===== src/rtl/bu_exec_if.sv =====
// ---------------------------------------------------------------------------
// bu_exec_if : bundle between the branch-unit reservation station, the PRF
// operand read, the CDB/ROB writeback and the branch execution unit.
//
// Parameter:
//   ROB_W  ROB index width
//
// Signals (direction given from the execution unit's side, modport slave):
//   out : fu_rdy                                     accept-this-cycle
//   in  : valid_in, opcode, func3, pd, rob_index,    issue from station head
//         pc, imm, rs1_val, rs2_val
//   in  : flush                                      global recovery
//   in  : wb_ready                                   CDB/ROB accepts result
//   out : out_valid, out_pd, out_we, out_data,       result / link writeback
//         out_rob_index, redirect, redirect_pc       completion + redirect
//   out : perf_branches, perf_mispredicts            counters (0 unless
//                                                    BU_PERF_CNT_EN defined)
// modport master is the mirror image, used by the environment.
// ---------------------------------------------------------------------------
interface bu_exec_if #(
    parameter int ROB_W = 4
);
    logic             fu_rdy;
    logic             valid_in;
    logic [6:0]       opcode;
    logic [2:0]       func3;
    logic [6:0]       pd;
    logic [ROB_W-1:0] rob_index;
    logic [31:0]      pc;
    logic [31:0]      imm;
    logic [31:0]      rs1_val;
    logic [31:0]      rs2_val;
    logic             flush;
    logic             out_valid;
    logic             wb_ready;
    logic [6:0]       out_pd;
    logic             out_we;
    logic [31:0]      out_data;
    logic [ROB_W-1:0] out_rob_index;
    logic             redirect;
    logic [31:0]      redirect_pc;
    logic [31:0]      perf_branches;
    logic [31:0]      perf_mispredicts;

    modport slave (
        output fu_rdy,
        input  valid_in, opcode, func3, pd, rob_index, pc, imm, rs1_val, rs2_val,
        input  flush, wb_ready,
        output out_valid, out_pd, out_we, out_data, out_rob_index,
        output redirect, redirect_pc,
        output perf_branches, perf_mispredicts
    );

    modport master (
        input  fu_rdy,
        output valid_in, opcode, func3, pd, rob_index, pc, imm, rs1_val, rs2_val,
        output flush, wb_ready,
        input  out_valid, out_pd, out_we, out_data, out_rob_index,
        input  redirect, redirect_pc,
        input  perf_branches, perf_mispredicts
    );
endinterface


===== src/rtl/bu_exec.sv =====
// ---------------------------------------------------------------------------
// bu_exec : two-stage branch execution unit.
//   E1 latches the issued branch/jump and resolves it combinationally;
//   E2 is the registered output stage presented to the CDB/ROB.
//   The frontend predicts not-taken, so every taken branch, JAL and JALR
//   raises redirect.
//
// Ports:
//   clk    rising-edge clock
//   reset  asynchronous active-low reset
//   bus    bu_exec_if.slave (issue, operands, flush, writeback, redirect)
//
// Optional feature: define BU_PERF_CNT_EN to add saturating fire/mispredict
// counters on perf_branches / perf_mispredicts; otherwise both read 0.
// ---------------------------------------------------------------------------
module bu_exec #(
    parameter int ROB_W = 4
) (
    input  logic     clk,
    input  logic     reset,
    bu_exec_if.slave bus
);
    localparam logic [6:0] OP_BRANCH = 7'b1100011;
    localparam logic [6:0] OP_JAL    = 7'b1101111;
    localparam logic [6:0] OP_JALR   = 7'b1100111;

    // E1 stage
    logic             e1_v_q;
    logic [6:0]       e1_opcode_q;
    logic [2:0]       e1_func3_q;
    logic [6:0]       e1_pd_q;
    logic [ROB_W-1:0] e1_rob_q;
    logic [31:0]      e1_pc_q;
    logic [31:0]      e1_imm_q;
    logic [31:0]      e1_rs1_q;
    logic [31:0]      e1_rs2_q;

    // E2 stage (output registers)
    logic             e2_v_q;
    logic [6:0]       e2_pd_q;
    logic             e2_we_q;
    logic [31:0]      e2_data_q;
    logic [ROB_W-1:0] e2_rob_q;
    logic             e2_redir_q;
    logic [31:0]      e2_rpc_q;

    // Resolved E1 results headed for E2
    logic             e2_we_d;
    logic [31:0]      e2_data_d;
    logic             e2_redir_d;
    logic [31:0]      e2_rpc_d;

    logic fire;
    logic advance;
    logic kill_e1;
    logic fu_rdy;
    logic issue;

    assign fire    = e2_v_q && bus.wb_ready;
    assign advance = !e2_v_q || fire;
    // A redirect leaving E2 means everything behind it is on the wrong path.
    assign kill_e1 = fire && e2_redir_q;
    assign fu_rdy  = !bus.flush && !kill_e1 && (!e1_v_q || advance);
    assign issue   = bus.valid_in && fu_rdy;

    assign bus.fu_rdy        = fu_rdy;
    assign bus.out_valid     = e2_v_q;
    assign bus.out_pd        = e2_pd_q;
    assign bus.out_we        = e2_we_q;
    assign bus.out_data      = e2_data_q;
    assign bus.out_rob_index = e2_rob_q;
    assign bus.redirect      = e2_redir_q;
    assign bus.redirect_pc   = e2_rpc_q;

    always_comb begin
        logic        taken;
        logic        is_jump;
        logic [31:0] target;
        logic [31:0] jalr_sum;

        taken    = 1'b0;
        is_jump  = 1'b0;
        jalr_sum = e1_rs1_q + e1_imm_q;
        target   = e1_pc_q + e1_imm_q;
        case (e1_opcode_q)
            OP_BRANCH: begin
                case (e1_func3_q)
                    3'b000:  taken = (e1_rs1_q == e1_rs2_q);
                    3'b001:  taken = (e1_rs1_q != e1_rs2_q);
                    3'b100:  taken = ($signed(e1_rs1_q) <  $signed(e1_rs2_q));
                    3'b101:  taken = ($signed(e1_rs1_q) >= $signed(e1_rs2_q));
                    3'b110:  taken = (e1_rs1_q <  e1_rs2_q);
                    3'b111:  taken = (e1_rs1_q >= e1_rs2_q);
                    default: taken = 1'b0;
                endcase
            end
            OP_JAL: begin
                taken   = 1'b1;
                is_jump = 1'b1;
            end
            OP_JALR: begin
                taken   = 1'b1;
                is_jump = 1'b1;
                target  = {jalr_sum[31:1], 1'b0};
            end
            default: taken = 1'b0;
        endcase
        e2_data_d  = e1_pc_q + 32'd4;
        e2_redir_d = taken;
        e2_rpc_d   = taken ? target : e2_data_d;
        e2_we_d    = is_jump && (e1_pd_q != 7'd0);
    end

    always_ff @(posedge clk or negedge reset) begin
        if (!reset) begin
            e1_v_q      <= 1'b0;
            e1_opcode_q <= '0;
            e1_func3_q  <= '0;
            e1_pd_q     <= '0;
            e1_rob_q    <= '0;
            e1_pc_q     <= '0;
            e1_imm_q    <= '0;
            e1_rs1_q    <= '0;
            e1_rs2_q    <= '0;
            e2_v_q      <= 1'b0;
            e2_pd_q     <= '0;
            e2_we_q     <= 1'b0;
            e2_data_q   <= '0;
            e2_rob_q    <= '0;
            e2_redir_q  <= 1'b0;
            e2_rpc_q    <= '0;
        end else if (bus.flush) begin
            e1_v_q <= 1'b0;
            e2_v_q <= 1'b0;
        end else begin
            if (advance) begin
                e2_v_q <= e1_v_q && !kill_e1;
                if (e1_v_q && !kill_e1) begin
                    e2_pd_q    <= e1_pd_q;
                    e2_we_q    <= e2_we_d;
                    e2_data_q  <= e2_data_d;
                    e2_rob_q   <= e1_rob_q;
                    e2_redir_q <= e2_redir_d;
                    e2_rpc_q   <= e2_rpc_d;
                end
            end
            if (issue) begin
                e1_v_q      <= 1'b1;
                e1_opcode_q <= bus.opcode;
                e1_func3_q  <= bus.func3;
                e1_pd_q     <= bus.pd;
                e1_rob_q    <= bus.rob_index;
                e1_pc_q     <= bus.pc;
                e1_imm_q    <= bus.imm;
                e1_rs1_q    <= bus.rs1_val;
                e1_rs2_q    <= bus.rs2_val;
            end else if (advance) begin
                e1_v_q <= 1'b0;
            end
        end
    end

`ifdef BU_PERF_CNT_EN
    logic [31:0] perf_br_q;
    logic [31:0] perf_mp_q;

    // Counts survive flush; only reset clears them.
    always_ff @(posedge clk or negedge reset) begin
        if (!reset) begin
            perf_br_q <= '0;
            perf_mp_q <= '0;
        end else if (fire) begin
            if (perf_br_q != 32'hFFFF_FFFF) perf_br_q <= perf_br_q + 32'd1;
            if (e2_redir_q && (perf_mp_q != 32'hFFFF_FFFF)) perf_mp_q <= perf_mp_q + 32'd1;
        end
    end

    assign bus.perf_branches    = perf_br_q;
    assign bus.perf_mispredicts = perf_mp_q;
`else
    assign bus.perf_branches    = 32'd0;
    assign bus.perf_mispredicts = 32'd0;
`endif
endmodule


===== src/flat_wrapper.sv =====
// flat-port wrapper written by rule: the top's interface ports become plain ports
module bu_exec_flat 
#(
    parameter int ROB_W = 4
)
  (clk, reset, bus_fu_rdy, bus_valid_in, bus_opcode, bus_func3, bus_pd, bus_rob_index, bus_pc, bus_imm, bus_rs1_val, bus_rs2_val, bus_flush, bus_wb_ready, bus_out_valid, bus_out_pd, bus_out_we, bus_out_data, bus_out_rob_index, bus_redirect, bus_redirect_pc, bus_perf_branches, bus_perf_mispredicts);
  bu_exec_if #(.ROB_W(ROB_W)) bus_i ();
  input  logic clk;
  input  logic reset;
  output wire logic [$bits(bus_i.fu_rdy)-1:0] bus_fu_rdy;
  input wire logic [$bits(bus_i.valid_in)-1:0] bus_valid_in;
  input wire logic [$bits(bus_i.opcode)-1:0] bus_opcode;
  input wire logic [$bits(bus_i.func3)-1:0] bus_func3;
  input wire logic [$bits(bus_i.pd)-1:0] bus_pd;
  input wire logic [$bits(bus_i.rob_index)-1:0] bus_rob_index;
  input wire logic [$bits(bus_i.pc)-1:0] bus_pc;
  input wire logic [$bits(bus_i.imm)-1:0] bus_imm;
  input wire logic [$bits(bus_i.rs1_val)-1:0] bus_rs1_val;
  input wire logic [$bits(bus_i.rs2_val)-1:0] bus_rs2_val;
  input wire logic [$bits(bus_i.flush)-1:0] bus_flush;
  input wire logic [$bits(bus_i.wb_ready)-1:0] bus_wb_ready;
  output wire logic [$bits(bus_i.out_valid)-1:0] bus_out_valid;
  output wire logic [$bits(bus_i.out_pd)-1:0] bus_out_pd;
  output wire logic [$bits(bus_i.out_we)-1:0] bus_out_we;
  output wire logic [$bits(bus_i.out_data)-1:0] bus_out_data;
  output wire logic [$bits(bus_i.out_rob_index)-1:0] bus_out_rob_index;
  output wire logic [$bits(bus_i.redirect)-1:0] bus_redirect;
  output wire logic [$bits(bus_i.redirect_pc)-1:0] bus_redirect_pc;
  output wire logic [$bits(bus_i.perf_branches)-1:0] bus_perf_branches;
  output wire logic [$bits(bus_i.perf_mispredicts)-1:0] bus_perf_mispredicts;
  assign bus_fu_rdy = bus_i.fu_rdy;
  assign bus_i.valid_in = bus_valid_in;
  assign bus_i.opcode = bus_opcode;
  assign bus_i.func3 = bus_func3;
  assign bus_i.pd = bus_pd;
  assign bus_i.rob_index = bus_rob_index;
  assign bus_i.pc = bus_pc;
  assign bus_i.imm = bus_imm;
  assign bus_i.rs1_val = bus_rs1_val;
  assign bus_i.rs2_val = bus_rs2_val;
  assign bus_i.flush = bus_flush;
  assign bus_i.wb_ready = bus_wb_ready;
  assign bus_out_valid = bus_i.out_valid;
  assign bus_out_pd = bus_i.out_pd;
  assign bus_out_we = bus_i.out_we;
  assign bus_out_data = bus_i.out_data;
  assign bus_out_rob_index = bus_i.out_rob_index;
  assign bus_redirect = bus_i.redirect;
  assign bus_redirect_pc = bus_i.redirect_pc;
  assign bus_perf_branches = bus_i.perf_branches;
  assign bus_perf_mispredicts = bus_i.perf_mispredicts;
  bu_exec #(.ROB_W(ROB_W)) u_core (.clk(clk), .reset(reset), .bus(bus_i));
endmodule

===== config.mk =====
export PLATFORM = sky130hd
export DESIGN_NAME = bu_exec_flat
export DESIGN_NICKNAME = d
export VERILOG_FILES = /design/src/rtl/bu_exec_if.sv /design/src/rtl/bu_exec.sv /design/src/flat_wrapper.sv
export SDC_FILE = /design/constraint.sdc
export NUM_CORES = 1
export LEC_CHECK = 0
export ABC_AREA = 0
export ABC_CLOCK_PERIOD_IN_PS = 3100
export CAP_MARGIN = 20
export CORE_MARGIN = 4
export CORE_UTILIZATION = 47
export DETAILED_ROUTE_END_ITERATION = 12
export PLACE_DENSITY_LB_ADDON = 0.12
export SYNTH_ARGS = -nofsm -noshare
export SYNTH_HDL_FRONTEND = slang
export SYNTH_SLANG_ARGS = --single-unit

===== constraint.sdc =====
create_clock -name clk -period 3.1 [get_ports clk]
set_input_delay 0.775 -clock clk [delete_from_list [all_inputs] [get_ports clk]]
set_output_delay 0.775 -clock clk [all_outputs]
set_load 0.02 [all_outputs]

### Word-level counts from Yosys, hierarchy flattened

Cells that the tools add are included.

| word-level totals | value |
|---|---|
| memories kept | 0 |
| memory bits (writable) | 0 |
| bits in registers | 228 |
| bits in latches | 0 |
| output and inout port bits | 143 |
| input port bits | 154 |
| ROM bits | 0 |
| logic and storage cells | 64 |

| cells by class | value |
|---|---|
| shift operators | 0 |
| $add $sub $neg | 3 |
| reduce and logical (&&, ||, !) cells | 20 |
| bitwise gates (word level) | 1 |
| mux-type cells | 10 |
| multiply operators | 0 |
| divide/modulo/power cells | 0 |
| eq/ne operators | 10 |
| order comparisons | 4 |

Operator list:

| kind | count |
|---|---|
| $add 32x32->32 | 2 |
| $ge 32x32->1 | 2 |
| $lt 32x32->1 | 2 |
| $mux 32 | 2 |
| $add 32x3->32 const B | 1 |
| $eq 32x32->1 | 1 |
| $ne 32x32->1 | 1 |
| $eq 7x7->1 const B | 3 |
| $eq 3x3->1 const B | 4 |
| $logic_and 1x1->1 | 7 |
| $reduce_bool 7->1 | 1 |
| $mux 1 | 6 |
| $pmux 1 s6 | 1 |
| $logic_not 1->1 | 4 |
| $eq 3x1->1 const B | 1 |
| $logic_not 3->1 | 1 |
| $reduce_and 3->1 | 1 |
| $reduce_bool 3->1 | 1 |
| $logic_or 1x1->1 | 2 |
| $pmux 1 s2 | 1 |
| $reduce_and 2->1 | 1 |
| $reduce_bool 2->1 | 1 |
| $reduce_or 2->1 | 1 |
| $not 1->1 | 1 |

### Logic depth before layout (Yosys ltp)

| logic depth | value |
|---|---|
| depth in word-level cells | 8 |
| mapped depth | 14 |
| depth with buffers taken out | 13 |

### Worst setup path before layout

No wires, ideal clock.

| timing path | value |
|---|---|
| path kind | reg2reg |
| start | reg u_core.e1_rs1_q[11] |
| end | reg u_core.e2_rpc_q[29], in the netlist u_core.bus.redirect_pc[29] |
| data required time | 2.964 ns |
| cell stages (with the launch flop) | 13 |
| setup time | 0.136 ns |
| path buffers | 2 |
| clock period less this slack | 3.049 ns |
| path slack | 0.051 ns |
| arrival | 2.914 ns |
| path through | dfrtp_1 -> ha_1 -> nand4_1 -> or4_1 -> or4_4 -> xor2_1 -> nor3_1 -> o21ai_0 -> o31ai_4 -> buf_6 -> buf_6 -> o2111ai_1 -> o211ai_1 |

| between the ends | value |
|---|---|
| word-level cells in the longest chain between the ends | 4 |
| elaborated cells between the ends (all ways) | 11 |
| those cells by class | add/sub (1); order compare (4); eq/ne (2); mux (4) |

Ends and longest elaborated chain:

| item | RTL line | RTL |
|---|---|---|
| start: declaration | bu_exec.sv:35 | `logic [31:0] e1_rs1_q;` |
| start signal: assignment | bu_exec.sv:155 | `e1_rs1_q <= bus.rs1_val;` |
| $ge 32x32->1 (tied with other cells) | bu_exec.sv:93 | `3'b111: taken = (e1_rs1_q >= e1_rs2_q);` |
| $pmux 1 s6 | bu_exec.sv:87 | `case (e1_func3_q)` |
| $pmux 1 s2 | bu_exec.sv:85 | `case (e1_opcode_q)` |
| $mux 32 (*) | bu_exec.sv:110 | `e2_rpc_d = taken ? target : e2_data_d;` |
| end signal: assignment | bu_exec.sv:144 | `e2_rpc_q <= e2_rpc_d;` |
| end: declaration | bu_exec.sv:45 | `logic [31:0] e2_rpc_q;` |

Mark *: on every way between the ends. The rest lies on a longest branch, timed or not.
A chain may end at the register's enable or synchronous reset.

### Worst setup path after layout

| timing path | value |
|---|---|
| start | reg u_core.e1_rs1_q[14] |
| end | reg u_core.e2_rpc_q[14], in the netlist u_core.bus.redirect_pc[14] |

Same word-level chain as after synthesis.

==> results.yml <==
cts:
  cts_inserted_buffers: 27
  clk_pin_slew_ns: 0.05
  root_buffer: "clkbuf_16"
  cts_max_level: 1
  clkSinkCount: 228
  clock_path_buffers: 3
  clkLatencyLatePin_ns: 0.53
  cts_tree: "done"
routing:
  route.detailed.drc: 0
  drtPass1Iterations: 5
  vias_per_cell: 5.342
  drt.antenna.violating_nets: 0
  wl_per_cell_um: 17.88
  vias: 11670
  drt-total-wl_um: 39060
  drtIter0Drc: 645
finish:
  multi_input_area_um2: 7731
  antenna_cells: 0
  stdcell_count: 2184
  fin_nets: 2032
  drive_gt1_share_pct: 19.00
  seq_area_um2: 5705
  design_area_um2: 18520
  area_growth_pct: 34.17
  fin_util_pct: 64.19
  nFillCells: 2410
power_and_ir_drop:
  total_power_mw: 11.78
  irDropWorstVdd_mv: 0.4171
  p_leak_nw: 8.248
  power.density_nw_per_um2: 636.0
critical_path:
  path_class: "reg2reg"
  critical_path_peak_fanout: 8
  critical_path_arrival_ns: 3.74
  start_kind: "flop"
  crit_path_end_kind: "flop"
  required_ns: 3.51
place:
  post-dp-hpwl_um: 29840
  dpl_cell_area_um2: 17280
  place_inst: 2126
  numPortBuffers: 232
  dpl_worst_slack_ns: -0.3834
  routabilityCongestion: 0.8958
timing:
  slew_headroom_pct: 52.92
  hold_violations: 0
  rsz0062_at_grt: "yes"
  drv_slew: 0
  skew_ns: 0.008812
  fin_setup_tns_ns: -4.515
  finalCriticalPeriod_ns: 3.328
  worst_pin_slew_ns: 0.7061
  hold_ws_ns: 0.2135
  layout_setup_ws_ns: -0.2277
  setup_viol: 32
  period_share_pct: 107.3
  fmax_mhz: 300.5
die:
  initial_core_util_pct: 47.84
  die_w_um: 179.4
  die_y_um: 179.4
  die_area_um2: 32180
  core_area_um2: 28860
  num_io_pins: 297
  rows: 62
synth:
  syn_area_um2: 13810
  ys_seq_area_share_pct: 41.33
  synth-main-ff-cell: "dfrtp_1"
  ys_ff_latch: 228
  synth.distinct_cells: 61
  syn_area_per_cell_um2: 9.648
  netlist_instances: 1431
  yosysWarnings: 0
  synth_edf_count: 0
  async_flop_share_pct: 100.0
grt:
  grt_usage_pct: 23.44
  grt_pass1_vias: 11660
  overflow: 0
  grt_max_degree: 73
  grt_pass1_wl_um: 59910
  antenna_found_initial: 1
status:
  status: "finished with violations"
  failed_checks: "negative setup slack"
hold_path:
  hold_class: "in2async"
run:
  cap_violations: 0
[final timing paths]
kind | end | slack (ns) | startpoint | depth (start not counted)
worst max-delay path | u_core.bus.redirect_pc[14]$_DFFE_PN0P_ | -0.23 | u_core.e1_rs1_q[14]$_DFFE_PN0P_ | 12
worst min-delay path | u_core.e1_rs2_q[28]$_DFFE_PN0P_ | 0.21 | reset | 1
worst max register to register | u_core.bus.redirect_pc[14]$_DFFE_PN0P_ | -0.23 | u_core.e1_rs1_q[14]$_DFFE_PN0P_ | 12
worst min register to register | u_core.bus.out_rob_index[0]$_DFFE_PN0P_ | 0.46 | u_core.e1_rob_q[0]$_DFFE_PN0P_ | 2
max in group asynchronous | u_core.bus.out_data[0]$_DFFE_PN0P_ | 2.13 | reset | 2
min in group clk | u_core.bus.out_rob_index[0]$_DFFE_PN0P_ | 0.46 | u_core.e1_rob_q[0]$_DFFE_PN0P_ | 2
[layout by cell type (no fill, tap or decap), types with 20 or more instances in the layout]
cell type        instances
inv_1                   50
o211ai_1                20
dfrtp_1                228
nor2_1                  59
nand3_1                 26
clkbuf_16               28
a21oi_1                 70
conb_1                  64
a21o_1                  35
xnor2_1                 41
ha_1                    91
xor2_1                  43
buf_4                  125
o21ai_0                 88
clkdlybuf4s50_1        230
nand2_1                225
mux2_2                 112
[critical path: stages, from the launching register on]
cell      delay [ns]
dfrtp_1         0.39
ha_1            0.30
nand4_1         0.15
or4_4           0.58
o211ai_1        0.38
a21oi_2         0.16
xnor2_2         0.18
and2_4          0.18
o31ai_4         0.25
buf_12          0.17
buf_12          0.15
nor3_1          0.06
a221o_1         0.25
[power by group]
group / total (mW) / switching, mW / internal (mW)
sequential: 3.91 / 0.408 / 3.50
combinational: 4.97 / 2.58 / 2.39
clock: 2.90 / 1.22 / 1.68
total: 11.8 / 4.21 / 7.57
[repair_timing]
action | CTS | global route
gates cloned | 2 | 1
resized for setup | 27 | 41
pin swaps | 13 | 25
hold buffers | 0 | 0
setup buffers | 5 | 7
setup endpoints to repair | 34 | 33
[cell families (layout without fill, tap and decap cells)]
group | after synthesis | count (layout) | synth area share [%]
mux | 121 | 121 | 9.788
other cells | 1 | 64 | 0.02716
xor+xnor | 86 | 86 | 5.456
compound gates | 338 | 338 | 15.82
flops | 228 | 228 | 41.33
fa+ha+maj | 96 | 96 | 8.809
simple gates | 393 | 393 | 12.27
buf+inv | 168 | 474 | 6.498
[cell usage after synthesis (3+ instances only)]
| library cell | count | area [um^2] |
|---|---|---|
| o22ai_1 | 5 | 31.28 |
| mux2_2 | 112 | 1261 |
| buf_4 | 66 | 495.5 |
| nor2b_1 | 5 | 31.28 |
| or4_1 | 3 | 22.52 |
| or2_2 | 3 | 18.77 |
| ha_1 | 94 | 1176 |
| mux2i_1 | 9 | 90.09 |
| nor3_1 | 21 | 105.1 |
| o21a_1 | 17 | 127.6 |
| o21ai_0 | 98 | 490.5 |
| and3_1 | 6 | 37.54 |
| a211o_1 | 3 | 26.28 |
| o31ai_1 | 5 | 37.54 |
| nand2_1 | 226 | 848.3 |
| o2111ai_1 | 13 | 113.9 |
| xnor2_1 | 42 | 367.9 |
| and2_1 | 6 | 37.54 |
| a31oi_1 | 14 | 87.58 |
| o21bai_1 | 9 | 67.56 |
| clkbuf_1 | 43 | 161.4 |
| nand3_1 | 31 | 155.2 |
| buf_1 | 4 | 15.01 |
| dfrtp_1 | 228 | 5705 |
| a221oi_1 | 3 | 26.28 |
| a311o_1 | 4 | 40.04 |
| nand4_1 | 17 | 106.4 |
| buf_2 | 3 | 15.01 |
| o211ai_1 | 20 | 150.1 |
| inv_1 | 50 | 187.7 |
| a221o_1 | 4 | 40.04 |
| a22oi_1 | 5 | 37.54 |
| xor2_1 | 44 | 385.4 |
| nor4_1 | 3 | 18.77 |
| o311ai_0 | 5 | 43.79 |
| nor2_1 | 60 | 225.2 |
| nand2b_1 | 6 | 37.54 |
| a21oi_1 | 71 | 355.3 |
| a21o_1 | 35 | 262.8 |
| a211oi_1 | 11 | 82.58 |
[flip-flops by register name, summed over array words and instances (netlist names)]
signal                    count
u_core.bus.out_valid          1
u_core.e1_rs2_q              32
u_core.e1_pd_q                7
u_core.bus.redirect           1
u_core.bus.out_data          32
u_core.e1_opcode_q            7
u_core.e1_func3_q             3
u_core.bus.out_we             1
u_core.e1_rob_q               4
u_core.bus.redirect_pc       32
u_core.bus.out_rob_index      4
u_core.bus.out_pd             7
u_core.e1_imm_q              32
u_core.e1_pc_q               32
u_core.e1_v_q                 1
u_core.e1_rs1_q              32
[final cells by class]
type | instances | area share (%)
clock buffer | 43 | 4.134
tap | 384 | 2.594
sequential | 228 | 30.80
multi-input combinational | 1098 | 41.74
inverter | 50 | 1.013
clock inverter | 4 | 0.1283
timing repair buffer | 377 | 19.59
[per-layer routing]
layer | wire, um | vias up | share of wire (%) | GRT usage, %
li1 | - | 5660 | - | -
met1 | 15820 | 5627 | 41 | 28.52
met2 | 20290 | 311 | 52 | 44.15
met3 | 1936 | 66 | 5.0 | 2.833
met4 | 1000 | 2 | 2.6 | 5.744
met5 | 11 | - | 0.028 | 0
Note: power is estimated with default switching activity, not from simulation.
